==> config.mk <==
export PLATFORM = sky130hd
export DESIGN_NAME = change_dispenser_flat
export DESIGN_NICKNAME = d
export VERILOG_FILES = /design/src/rtl/change_dispenser_pkg.sv /design/src/rtl/change_dispenser_if.sv /design/src/rtl/change_dispenser_calc.sv /design/src/rtl/change_dispenser.sv /design/src/flat_wrapper.sv
export SDC_FILE = /design/constraint.sdc
export NUM_CORES = 1
export LEC_CHECK = 0
export CORE_MARGIN = 8
export CORE_UTILIZATION = 50
export CTS_CLUSTER_SIZE = 20
export DETAILED_ROUTE_END_ITERATION = 8
export PLACE_DENSITY = 0.71
export SLEW_MARGIN = 30
export SYNTH_ARGS = -nofsm -noshare
export SYNTH_HDL_FRONTEND = slang
export SYNTH_SLANG_ARGS = --single-unit
==> constraint.sdc <==
create_clock -name clk -period 18.35 [get_ports clk]
set_input_delay 3.67 -clock clk [delete_from_list [all_inputs] [get_ports clk]]
set_output_delay 3.67 -clock clk [all_outputs]
set_load 0.02 [all_outputs]
==> src/rtl/change_dispenser_pkg.sv <==
// vend_pkg: shared types and constants for the change dispenser
package vend_pkg;
    localparam int MONEY_W = 5;
    localparam int CNT_W = 6;
    localparam logic [CNT_W-1:0] D1 = 1;
    localparam logic [CNT_W-1:0] D5 = 5;
    localparam logic [CNT_W-1:0] D10 = 10;
    typedef enum logic [2:0] {IDLE, CALC, DISP10, DISP5, DISP1, GAP, DONE} state_t;
endpackage

==> src/rtl/change_dispenser_if.sv <==
// change_dispenser_if: request, verdict and coin-eject signals of the change dispenser
interface change_dispenser_if;
    import vend_pkg::*;
    logic i_start;
    logic [MONEY_W-1:0] i_payment;
    logic [MONEY_W-1:0] i_price;
    logic [CNT_W-1:0] i_am_1;
    logic [CNT_W-1:0] i_am_5;
    logic [CNT_W-1:0] i_am_10;
    logic o_busy;
    logic o_ch_valid;
    logic o_enough_ch;
    logic o_underpay;
    logic o_out_1;
    logic o_out_5;
    logic o_out_10;
    logic [CNT_W-1:0] o_used_1;
    logic [CNT_W-1:0] o_used_5;
    logic [CNT_W-1:0] o_used_10;
    logic o_done;
    modport master (
        output i_start, i_payment, i_price, i_am_1, i_am_5, i_am_10,
        input o_busy, o_ch_valid, o_enough_ch, o_underpay, o_out_1, o_out_5, o_out_10,
        input o_used_1, o_used_5, o_used_10, o_done
    );
    modport slave (
        input i_start, i_payment, i_price, i_am_1, i_am_5, i_am_10,
        output o_busy, o_ch_valid, o_enough_ch, o_underpay, o_out_1, o_out_5, o_out_10,
        output o_used_1, o_used_5, o_used_10, o_done
    );
endinterface

==> src/rtl/change_dispenser_calc.sv <==
// change_calc: combinational greedy 10/5/1 change solver limited by inventory
module change_calc
    import vend_pkg::*;
(
    input  logic [CNT_W-1:0] ch,
    input  logic [CNT_W-1:0] am_1,
    input  logic [CNT_W-1:0] am_5,
    input  logic [CNT_W-1:0] am_10,
    output logic [CNT_W-1:0] n_10,
    output logic [CNT_W-1:0] n_5,
    output logic [CNT_W-1:0] n_1,
    output logic ok
);
    logic [CNT_W-1:0] q_10, q_5, r_1, r_2;
    // take the largest coins first; any remainder left after the 1s means no solution exists
    always_comb begin
        q_10 = ch / D10;
        n_10 = q_10 < am_10 ? q_10 : am_10;
        r_1 = ch - D10 * n_10;
        q_5 = r_1 / D5;
        n_5 = q_5 < am_5 ? q_5 : am_5;
        r_2 = r_1 - D5 * n_5;
        n_1 = r_2 < am_1 ? r_2 : am_1;
        ok = r_2 == n_1;
    end
endmodule

==> src/rtl/change_dispenser.sv <==
// change_dispenser: computes change, reports feasibility and ejects coins one pulse at a time
module change_dispenser
    import vend_pkg::*;
#(
    parameter int GAP_CYCLES = 1
) (
    input logic clk,
    input logic i_rst_n,
    change_dispenser_if.slave bus
);
    state_t state, state_nx, ret, ret_nx;
    logic [MONEY_W-1:0] pay, price;
    logic [CNT_W-1:0] am_1, am_5, am_10, ch, n_1, n_5, n_10;
    logic [CNT_W-1:0] c_1, c_5, c_10, c_1_nx, c_5_nx, c_10_nx;
    logic [CNT_W-1:0] used_1_nx, used_5_nx, used_10_nx;
    logic [2:0] gap, gap_nx;
    logic ok, neg, cap, d_1, d_5, d_10;
    logic ch_valid_nx, enough_nx, under_nx, out_1_nx, out_5_nx, out_10_nx;

    assign ch = {1'b0, pay} - {1'b0, price};
    assign neg = ch[CNT_W-1];
    assign d_10 = c_10 != '0;
    assign d_5 = !d_10 && c_5 != '0;
    assign d_1 = !d_10 && !d_5 && c_1 != '0;
    assign bus.o_busy = state != IDLE;
    assign bus.o_done = state == DONE;

    change_calc u_calc (
        .ch(ch), .am_1(am_1), .am_5(am_5), .am_10(am_10),
        .n_10(n_10), .n_5(n_5), .n_1(n_1), .ok(ok)
    );

    // state, counters, captured request and registered outputs
    always_ff @(posedge clk or negedge i_rst_n) begin
        if (!i_rst_n) begin
            state <= IDLE;
            ret <= IDLE;
            gap <= '0;
            {pay, price, am_1, am_5, am_10} <= '0;
            {c_1, c_5, c_10} <= '0;
            {bus.o_used_1, bus.o_used_5, bus.o_used_10} <= '0;
            {bus.o_ch_valid, bus.o_enough_ch, bus.o_underpay} <= '0;
            {bus.o_out_1, bus.o_out_5, bus.o_out_10} <= '0;
        end else begin
            state <= state_nx;
            ret <= ret_nx;
            gap <= gap_nx;
            {c_1, c_5, c_10} <= {c_1_nx, c_5_nx, c_10_nx};
            {bus.o_used_1, bus.o_used_5, bus.o_used_10} <= {used_1_nx, used_5_nx, used_10_nx};
            {bus.o_ch_valid, bus.o_enough_ch, bus.o_underpay} <= {ch_valid_nx, enough_nx, under_nx};
            {bus.o_out_1, bus.o_out_5, bus.o_out_10} <= {out_1_nx, out_5_nx, out_10_nx};
            if (cap) begin
                pay <= bus.i_payment;
                price <= bus.i_price;
                {am_1, am_5, am_10} <= {bus.i_am_1, bus.i_am_5, bus.i_am_10};
            end
        end
    end

    // next state; every verdict enters DISP10 so failed and zero-change requests finish with the same latency
    always_comb begin
        state_nx = state;
        ret_nx = ret;
        gap_nx = gap;
        {c_1_nx, c_5_nx, c_10_nx} = {c_1, c_5, c_10};
        {used_1_nx, used_5_nx, used_10_nx} = {bus.o_used_1, bus.o_used_5, bus.o_used_10};
        ch_valid_nx = 1'b0;
        enough_nx = bus.o_enough_ch;
        under_nx = bus.o_underpay;
        {out_1_nx, out_5_nx, out_10_nx} = '0;
        cap = 1'b0;
        case (state)
            IDLE: if (bus.i_start) begin
                cap = 1'b1;
                {used_1_nx, used_5_nx, used_10_nx} = '0;
                state_nx = CALC;
            end
            CALC: begin
                ch_valid_nx = 1'b1;
                under_nx = neg;
                enough_nx = !neg && ok;
                c_10_nx = enough_nx ? n_10 : '0;
                c_5_nx = enough_nx ? n_5 : '0;
                c_1_nx = enough_nx ? n_1 : '0;
                state_nx = DISP10;
            end
            DISP10, DISP5, DISP1: begin
                {out_1_nx, out_5_nx, out_10_nx} = {d_1, d_5, d_10};
                c_10_nx = c_10 - CNT_W'(d_10);
                c_5_nx = c_5 - CNT_W'(d_5);
                c_1_nx = c_1 - CNT_W'(d_1);
                used_10_nx = bus.o_used_10 + CNT_W'(d_10);
                used_5_nx = bus.o_used_5 + CNT_W'(d_5);
                used_1_nx = bus.o_used_1 + CNT_W'(d_1);
                ret_nx = d_10 ? DISP10 : d_5 ? DISP5 : DISP1;
                gap_nx = 3'(GAP_CYCLES - 1);
                state_nx = !(d_10 || d_5 || d_1) ? DONE : GAP_CYCLES == 0 ? ret_nx : GAP;
            end
            GAP: begin
                gap_nx = gap - 3'd1;
                state_nx = gap == '0 ? ret : GAP;
            end
            DONE: state_nx = IDLE;
            default: state_nx = IDLE;
        endcase
    end
endmodule

==> src/flat_wrapper.sv <==
// flat-port wrapper written by rule: the top's interface ports become plain ports
module change_dispenser_flat import vend_pkg::*;
#(
    parameter int GAP_CYCLES = 1
)
  (clk, i_rst_n, bus_i_start, bus_i_payment, bus_i_price, bus_i_am_1, bus_i_am_5, bus_i_am_10, bus_o_busy, bus_o_ch_valid, bus_o_enough_ch, bus_o_underpay, bus_o_out_1, bus_o_out_5, bus_o_out_10, bus_o_used_1, bus_o_used_5, bus_o_used_10, bus_o_done);
  change_dispenser_if bus_i ();
  input logic clk;
  input logic i_rst_n;
  input wire logic [$bits(bus_i.i_start)-1:0] bus_i_start;
  input wire logic [$bits(bus_i.i_payment)-1:0] bus_i_payment;
  input wire logic [$bits(bus_i.i_price)-1:0] bus_i_price;
  input wire logic [$bits(bus_i.i_am_1)-1:0] bus_i_am_1;
  input wire logic [$bits(bus_i.i_am_5)-1:0] bus_i_am_5;
  input wire logic [$bits(bus_i.i_am_10)-1:0] bus_i_am_10;
  output wire logic [$bits(bus_i.o_busy)-1:0] bus_o_busy;
  output wire logic [$bits(bus_i.o_ch_valid)-1:0] bus_o_ch_valid;
  output wire logic [$bits(bus_i.o_enough_ch)-1:0] bus_o_enough_ch;
  output wire logic [$bits(bus_i.o_underpay)-1:0] bus_o_underpay;
  output wire logic [$bits(bus_i.o_out_1)-1:0] bus_o_out_1;
  output wire logic [$bits(bus_i.o_out_5)-1:0] bus_o_out_5;
  output wire logic [$bits(bus_i.o_out_10)-1:0] bus_o_out_10;
  output wire logic [$bits(bus_i.o_used_1)-1:0] bus_o_used_1;
  output wire logic [$bits(bus_i.o_used_5)-1:0] bus_o_used_5;
  output wire logic [$bits(bus_i.o_used_10)-1:0] bus_o_used_10;
  output wire logic [$bits(bus_i.o_done)-1:0] bus_o_done;
  assign bus_i.i_start = bus_i_start;
  assign bus_i.i_payment = bus_i_payment;
  assign bus_i.i_price = bus_i_price;
  assign bus_i.i_am_1 = bus_i_am_1;
  assign bus_i.i_am_5 = bus_i_am_5;
  assign bus_i.i_am_10 = bus_i_am_10;
  assign bus_o_busy = bus_i.o_busy;
  assign bus_o_ch_valid = bus_i.o_ch_valid;
  assign bus_o_enough_ch = bus_i.o_enough_ch;
  assign bus_o_underpay = bus_i.o_underpay;
  assign bus_o_out_1 = bus_i.o_out_1;
  assign bus_o_out_5 = bus_i.o_out_5;
  assign bus_o_out_10 = bus_i.o_out_10;
  assign bus_o_used_1 = bus_i.o_used_1;
  assign bus_o_used_5 = bus_i.o_used_5;
  assign bus_o_used_10 = bus_i.o_used_10;
  assign bus_o_done = bus_i.o_done;
  change_dispenser #(.GAP_CYCLES(GAP_CYCLES)) u_core (.clk(clk), .i_rst_n(i_rst_n), .bus(bus_i));
endmodule
# Word-level counts from Yosys, hierarchy flattened
# Cells that the tools add are included.
dict set report op_classes {
  order_cmp 3
  n_eq_ne 8
  div 2
  multipliers 2
  add_sub_neg 10
  reduce_logical 20
  n_mux 26
}
# cell count
set op_table {}
lappend op_table {{6-bit case mux with 2 select lines} 6}
lappend op_table {{6-bit 2-to-1 mux} 7}
lappend op_table {{6-bit by 1-bit adder with 6-bit output} 3}
lappend op_table {{6-bit less-than comparator} 3}
lappend op_table {{6-bit nonzero test} 3}
lappend op_table {{6-bit by 1-bit subtractor with 6-bit output} 3}
lappend op_table {{3-bit 2-to-1 mux} 4}
lappend op_table {{3-bit case mux with 4 select lines} 1}
lappend op_table {{6-bit subtractor} 2}
lappend op_table {{3-bit equality test, second input constant} 3}
lappend op_table {{6-bit by 3-bit divider with 6-bit output, second input constant} 1}
lappend op_table {{6-bit by 4-bit divider with 6-bit output, second input constant} 1}
lappend op_table {{3-bit by 2-bit equality test with 1-bit output, second input constant} 2}
lappend op_table {{6-bit equality test} 1}
lappend op_table {{3-bit logical NOT} 2}
lappend op_table {{3-bit by 6-bit multiplier with 5-bit output, first input constant} 1}
lappend op_table {{3-bit by 6-bit multiplier with 6-bit output, first input constant} 1}
lappend op_table {{1-bit 2-to-1 mux} 6}
lappend op_table {{3-bit case mux with 2 select lines} 1}
lappend op_table {{2-bit nonzero test} 3}
lappend op_table {{5-bit by 5-bit subtractor with 6-bit output} 1}
lappend op_table {{1-bit logical AND} 4}
lappend op_table {{3-bit by 1-bit equality test with 1-bit output, second input constant} 1}
lappend op_table {{1-bit logical NOT} 3}
lappend op_table {{7 further kinds} 8}
dict set report word_totals {
  output_inout_bits 26
  reg_bits 79
  inputBits 31
  word_cells 91
}

# Depth between registers and ports, before layout
dict set report logic_depth {
  ltp_word 17
  mapped_depth 57
  ltp_nobuf 57
}

# Modules after synthesis
# A second synthesis with hierarchy kept.
dict set report hier_totals {
  hier_cells 653
  hier_area_um2 5660.4
}
# mod area_each_um2 n_inst cells_each seq_area_each_um2
set modules_own_cells {}
lappend modules_own_cells {change_dispenser 3961.3 1 427 1976.9}
lappend modules_own_cells {change_calc 1699.1 1 226 0.0}

# Worst setup path before layout
# No wires, ideal clock.
dict set report synth_timing {
  path_type {register -> register}
  startpoint {register u_core.pay[0]}
  endpoint {register u_core.c_1[0]}
  setup_time_ns 0.076
  required_time_ns 18.274
  path_stages_with_launch 51
  synth_period_minus_slack_ns 10.386
  arrival_time_ns 10.309
  setup_slack_ns 7.964
  path_buffers 0
  cell_sequence {dfrtp_1 -> inv_1 -> ha_1 -> inv_1 -> fa_1 -> nand3_1 -> a21oi_1 -> nor2_1 -> inv_1 -> ha_1 -> a21oi_1 -> o21ai_0 -> ha_1 -> a21o_1 -> nand2_1 -> and2_1 -> and4_4 -> nor2_1 -> [15 not listed] -> o21ai_0 -> ha_1 -> o41ai_4 -> mux2_2 -> ha_1 -> fa_1 -> inv_1 -> ha_1 -> xnor2_1 -> ha_1 -> nor2b_1 -> o21ai_0 -> nand2b_1 -> a21oi_1 -> o211ai_1 -> nor2_1 -> nand2_1 -> o21ai_1}
}
dict set report synth_via {
  elab_chain_len 17
  elab_cells_between_ends 18
  cone_classes {add/sub: 3; mul: 2; div: 2; order compare: 3; eq/ne: 1; mux: 5; reduce/logical: 2}
}
# item line
set synth_rtl {}
lappend synth_rtl {{start, declared} change_dispenser.sv:12} ;# logic [MONEY_W-1:0] pay, price;
lappend synth_rtl {{start signal, assigned} change_dispenser.sv:53} ;# pay <= bus.i_payment;
lappend synth_rtl {{5-bit by 5-bit subtractor with 6-bit output (*)} change_dispenser.sv:20} ;# assign ch = {1'b0, pay} - {1'b0, price};
lappend synth_rtl {{6-bit by 4-bit divider with 6-bit output} change_dispenser_calc.sv:17} ;# q_10 = ch / D10;
lappend synth_rtl {{6-bit less-than comparator} change_dispenser_calc.sv:18} ;# n_10 = q_10 < am_10 ? q_10 : am_10;
lappend synth_rtl {{6-bit 2-to-1 mux} change_dispenser_calc.sv:18}
lappend synth_rtl {{3-bit by 6-bit multiplier with 5-bit output} change_dispenser_calc.sv:19} ;# r_1 = ch - D10 * n_10;
lappend synth_rtl {{6-bit subtractor} change_dispenser_calc.sv:19}
lappend synth_rtl {{6-bit by 3-bit divider with 6-bit output} change_dispenser_calc.sv:20} ;# q_5 = r_1 / D5;
lappend synth_rtl {{6-bit less-than comparator} change_dispenser_calc.sv:21} ;# n_5 = q_5 < am_5 ? q_5 : am_5;
lappend synth_rtl {{6-bit 2-to-1 mux} change_dispenser_calc.sv:21}
lappend synth_rtl {{3-bit by 6-bit multiplier with 6-bit output} change_dispenser_calc.sv:22} ;# r_2 = r_1 - D5 * n_5;
lappend synth_rtl {{6-bit subtractor} change_dispenser_calc.sv:22}
lappend synth_rtl {{6-bit less-than comparator} change_dispenser_calc.sv:23} ;# n_1 = r_2 < am_1 ? r_2 : am_1;
lappend synth_rtl {{6-bit 2-to-1 mux} change_dispenser_calc.sv:23}
lappend synth_rtl {{6-bit equality test} change_dispenser_calc.sv:24} ;# ok = r_2 == n_1;
lappend synth_rtl {{1-bit logical AND} change_dispenser.sv:81} ;# enough_nx = !neg && ok;
lappend synth_rtl {{6-bit 2-to-1 mux (*)} change_dispenser.sv:84} ;# c_1_nx = enough_nx ? n_1 : '0;
lappend synth_rtl {{6-bit case mux with 2 select lines (*)} change_dispenser.sv:72} ;# case (state)
lappend synth_rtl {{end signal, assigned} change_dispenser.sv:48} ;# {c_1, c_5, c_10} <= {c_1_nx, c_5_nx, c_10_nx};
lappend synth_rtl {{end, declared} change_dispenser.sv:14} ;# logic [CNT_W-1:0] c_1, c_5, c_10, c_1_nx, c_5_nx, c_10_nx;
# Mark *: on every way between the ends. The rest lies on a longest branch, timed or not.
# A chain may end at the register's enable or synchronous reset.

# Final worst setup path
# Same ends and word-level chain as after synthesis.

==> impl_results.md <==
* WP data arrival at approximately 12 ns
* Rows at 38
* Netlist cell types at 73
* Most used DFF post-synth: dfrtp_1
* Initial antenna violation count at 0
* Yosys warns at 0
* F_max at 84.1 MHz
* # DRC at 0
* Global route overflow at 0
* # setup viols final at 0
* Post-Syn Area at roughly 5400 um^2
* Critical path class: reg -> reg
* Via count at 4,613
* Most frequent cells in the layout: nand2_1, dfrtp_1, clkdlybuf4s50_1, o21ai_0, inv_1
* Post-CTS Setup Inserts at 0
* Largest net degree at the start of global routing at 80
* Gr usage total at 0.183
* Starting DRT DRC Count at 387
* Startpoint types: flip-flop
* Final Util at 0.587
* Largest stage delay, worst path at 0.60 ns
* Hold buffer count at cts at 0
* Seq/Total Area, Yosys at 0.367
* Pre-antenna DRT Iters at 5
* Most area-hungry cell type in the Yosys netlist: dfrtp_1
* Commonest non-fill, non-tap cell in the layout: nand2_1
* Resized Gates After CTS at 0
* Worst setup EP type: flip-flop
* Number of global-route vias before repair at 4,642
* Avg WL per Cell at between 15 and 20 um
* Register Area at 1980 um^2
* Clk Latency, worst-skew pair at between 0.3 and 0.4 ns
* Initial Util at 0.505
* Drt total wl at ~12,000 um
* Final Hold Viols at 0
* Slew Limit Fails at 0
* Setup total negative slack at 0 ns
* Min Clock Period, post-route at 11.88 ns
* Cts bufs inserted at 9
* ANT nets after route at 0
* Slew @ Worst Pin at a little over 0.8 ns
* # diodes at 0
* RePlAce Congestion at around 0.88
* Vias per cell at about 5.7
* Core area at between 10,000 and 15,000 um^2
* Global-route wire length before repair at 22,000 um
* Critical path peak fanout at 8
* Clock Sinks at 79
* Main area contributors after synthesis: dfrtp_1, ha_1, nand2_1
* Clk slew on worst S/H paths at 0.09 ns
* Outcome: finished, final reports clean
* Synth async-reset ratio at 1.00
* Multi-input logic area at roughly 3200 um^2
* Final nets at 752
* Post-Synthesis Cells at 619
* Critical path's most frequent cell: ha_1
* FILL cells at 958
* RSZ-0062 raised after global routing: false
* Layout Area Growth over Synthesis at 16.3%
* Number of synthesized flops with an enable pin at 0
* Slowest CP cell: a2111oi_1
* Share of layout cells above drive strength 1 at 0.0607
* IO buf count at 56
* CP Data Required Time at 18.64 ns
* Avg Inst Size Synth at 8.69 um^2
* Die X-Extent at roughly 120 um
* Yosys reg bits at 79
* MaxCap Viol Count at 0
* Max transition margin at 0.449
* CTS tree: yes
* H-Tree Level Count at 3
* Yosys top cell area share at 0.367
* CTS max path bufs at 2
* Die Area at roughly 14,000 um^2
* Die height at 120 um
* Root buffer cell: clkbuf_8
* Skew final at 0.0103 ns
* # IOs at 57
* Worst min-delay path class: reg -> reg
* Fin crit share at 0.648
* HPWL Detailed at 9200 um
## Yosys cell counts (3+ instances only)
master      n
a21o_1      7
a21oi_1    31
a22o_1      9
a31oi_1     5
and2_1      3
and3_1      8
clkbuf_1   17
dfrtp_1    79
fa_1        5
ha_1       46
inv_1      47
mux2_2      3
mux2i_1     3
nand2_1   105
nand2b_1    6
nand3_1    21
nand4_1     8
nor2_1     38
nor2b_1     4
nor3_1      7
nor4_1      4
o211ai_1    4
o21a_1      6
o21ai_0    54
o21ai_1    12
o22ai_1     5
o311ai_0    3
o31a_1      3
o31ai_1     3
or3_1       4
or4_1       3
xnor2_1    11
xor2_1     10
## logic make-up after synthesis
family          Yosys count  synth area share
xor+xnor                 24            0.0444
mux                       6            0.0119
fa+ha+maj                52             0.127
simple gates            224             0.197
buf+inv                  68            0.0491
compound gates          165             0.203
other cells               1          0.000697
flops                    79             0.367
## critical path: cells and delay by family, from the launching register on
family | cells | cell delay [ns]
xor gates and xnor gates | 1 | 0.31
AOI/OAI and AO/OA | 17 | 4.34
buffers and inverters | 6 | 0.41
adders and majority gates | 13 | 3.92
and+or+nand+nor | 12 | 2.01
DFF | 1 | 0.36
muxes | 1 | 0.41
## registers in the layout, indices dropped and copies added, names as in the netlist, 3 cells and up
signal and flops:
u_core.am_10 6, u_core.am_1 6, u_core.am_5 6, u_core.bus.o_used_10 6, u_core.bus.o_used_1 6, u_core.bus.o_used_5 6
u_core.c_10 6, u_core.c_1 6, u_core.c_5 6, u_core.pay 5, u_core.price 5, u_core.gap 3
u_core.ret 3, u_core.state 3
## cell type report
class,instances,share of cell area
Inverter,49,0.0294
Tap cell,140,0.0280
Clock inverter,5,0.00940
Clock buffer,11,0.0210
Sequential cell,79,0.316
Multi-Input combinational cell,473,0.504
Timing Repair Buffer,58,0.0922
## metrics by stage
step           hold slack [ns]  cells  setup WS [ns]  cell area, um^2
3_5_place_dp             0.465    799           6.64             6070
5_1_grt                  0.517    815           5.49             6260
3_3_place_gp             0.460    799           7.25             6060
2_1_floorplan            0.446    620           7.96             5390
4_1_cts                  0.485    815           6.56             6260
6_report                 0.482    815           6.47             6260
## final timing paths
check	from	endpoint	slack, ns	cells after the start
max	u_core.pay[0]	u_core.c_1[0]	6.47	50
min	u_core.ret[2]	u_core.ret[2]	0.48	2
max reg2reg	u_core.pay[0]	u_core.c_1[0]	6.47	50
min reg2reg	u_core.ret[2]	u_core.ret[2]	0.48	2
max in group asynchronous	i_rst_n	u_core.am_1[3]	14.55	1
min in group asynchronous	i_rst_n	u_core.state[2]	3.33	1
## routing by layer
metal	routed length, um	GRT usage	part of all wire	vias up
met3	486	0.0291	0.039	22
met5	0	0	0	-
li1	-	-	-	2278
met2	5910	0.301	0.47	101
met1	5790	0.232	0.46	2212
met4	270	0.0827	0.022	0
Power is not shown: default switching activity piles up to over one toggle a cycle in this logic, so the estimate is an artifact.
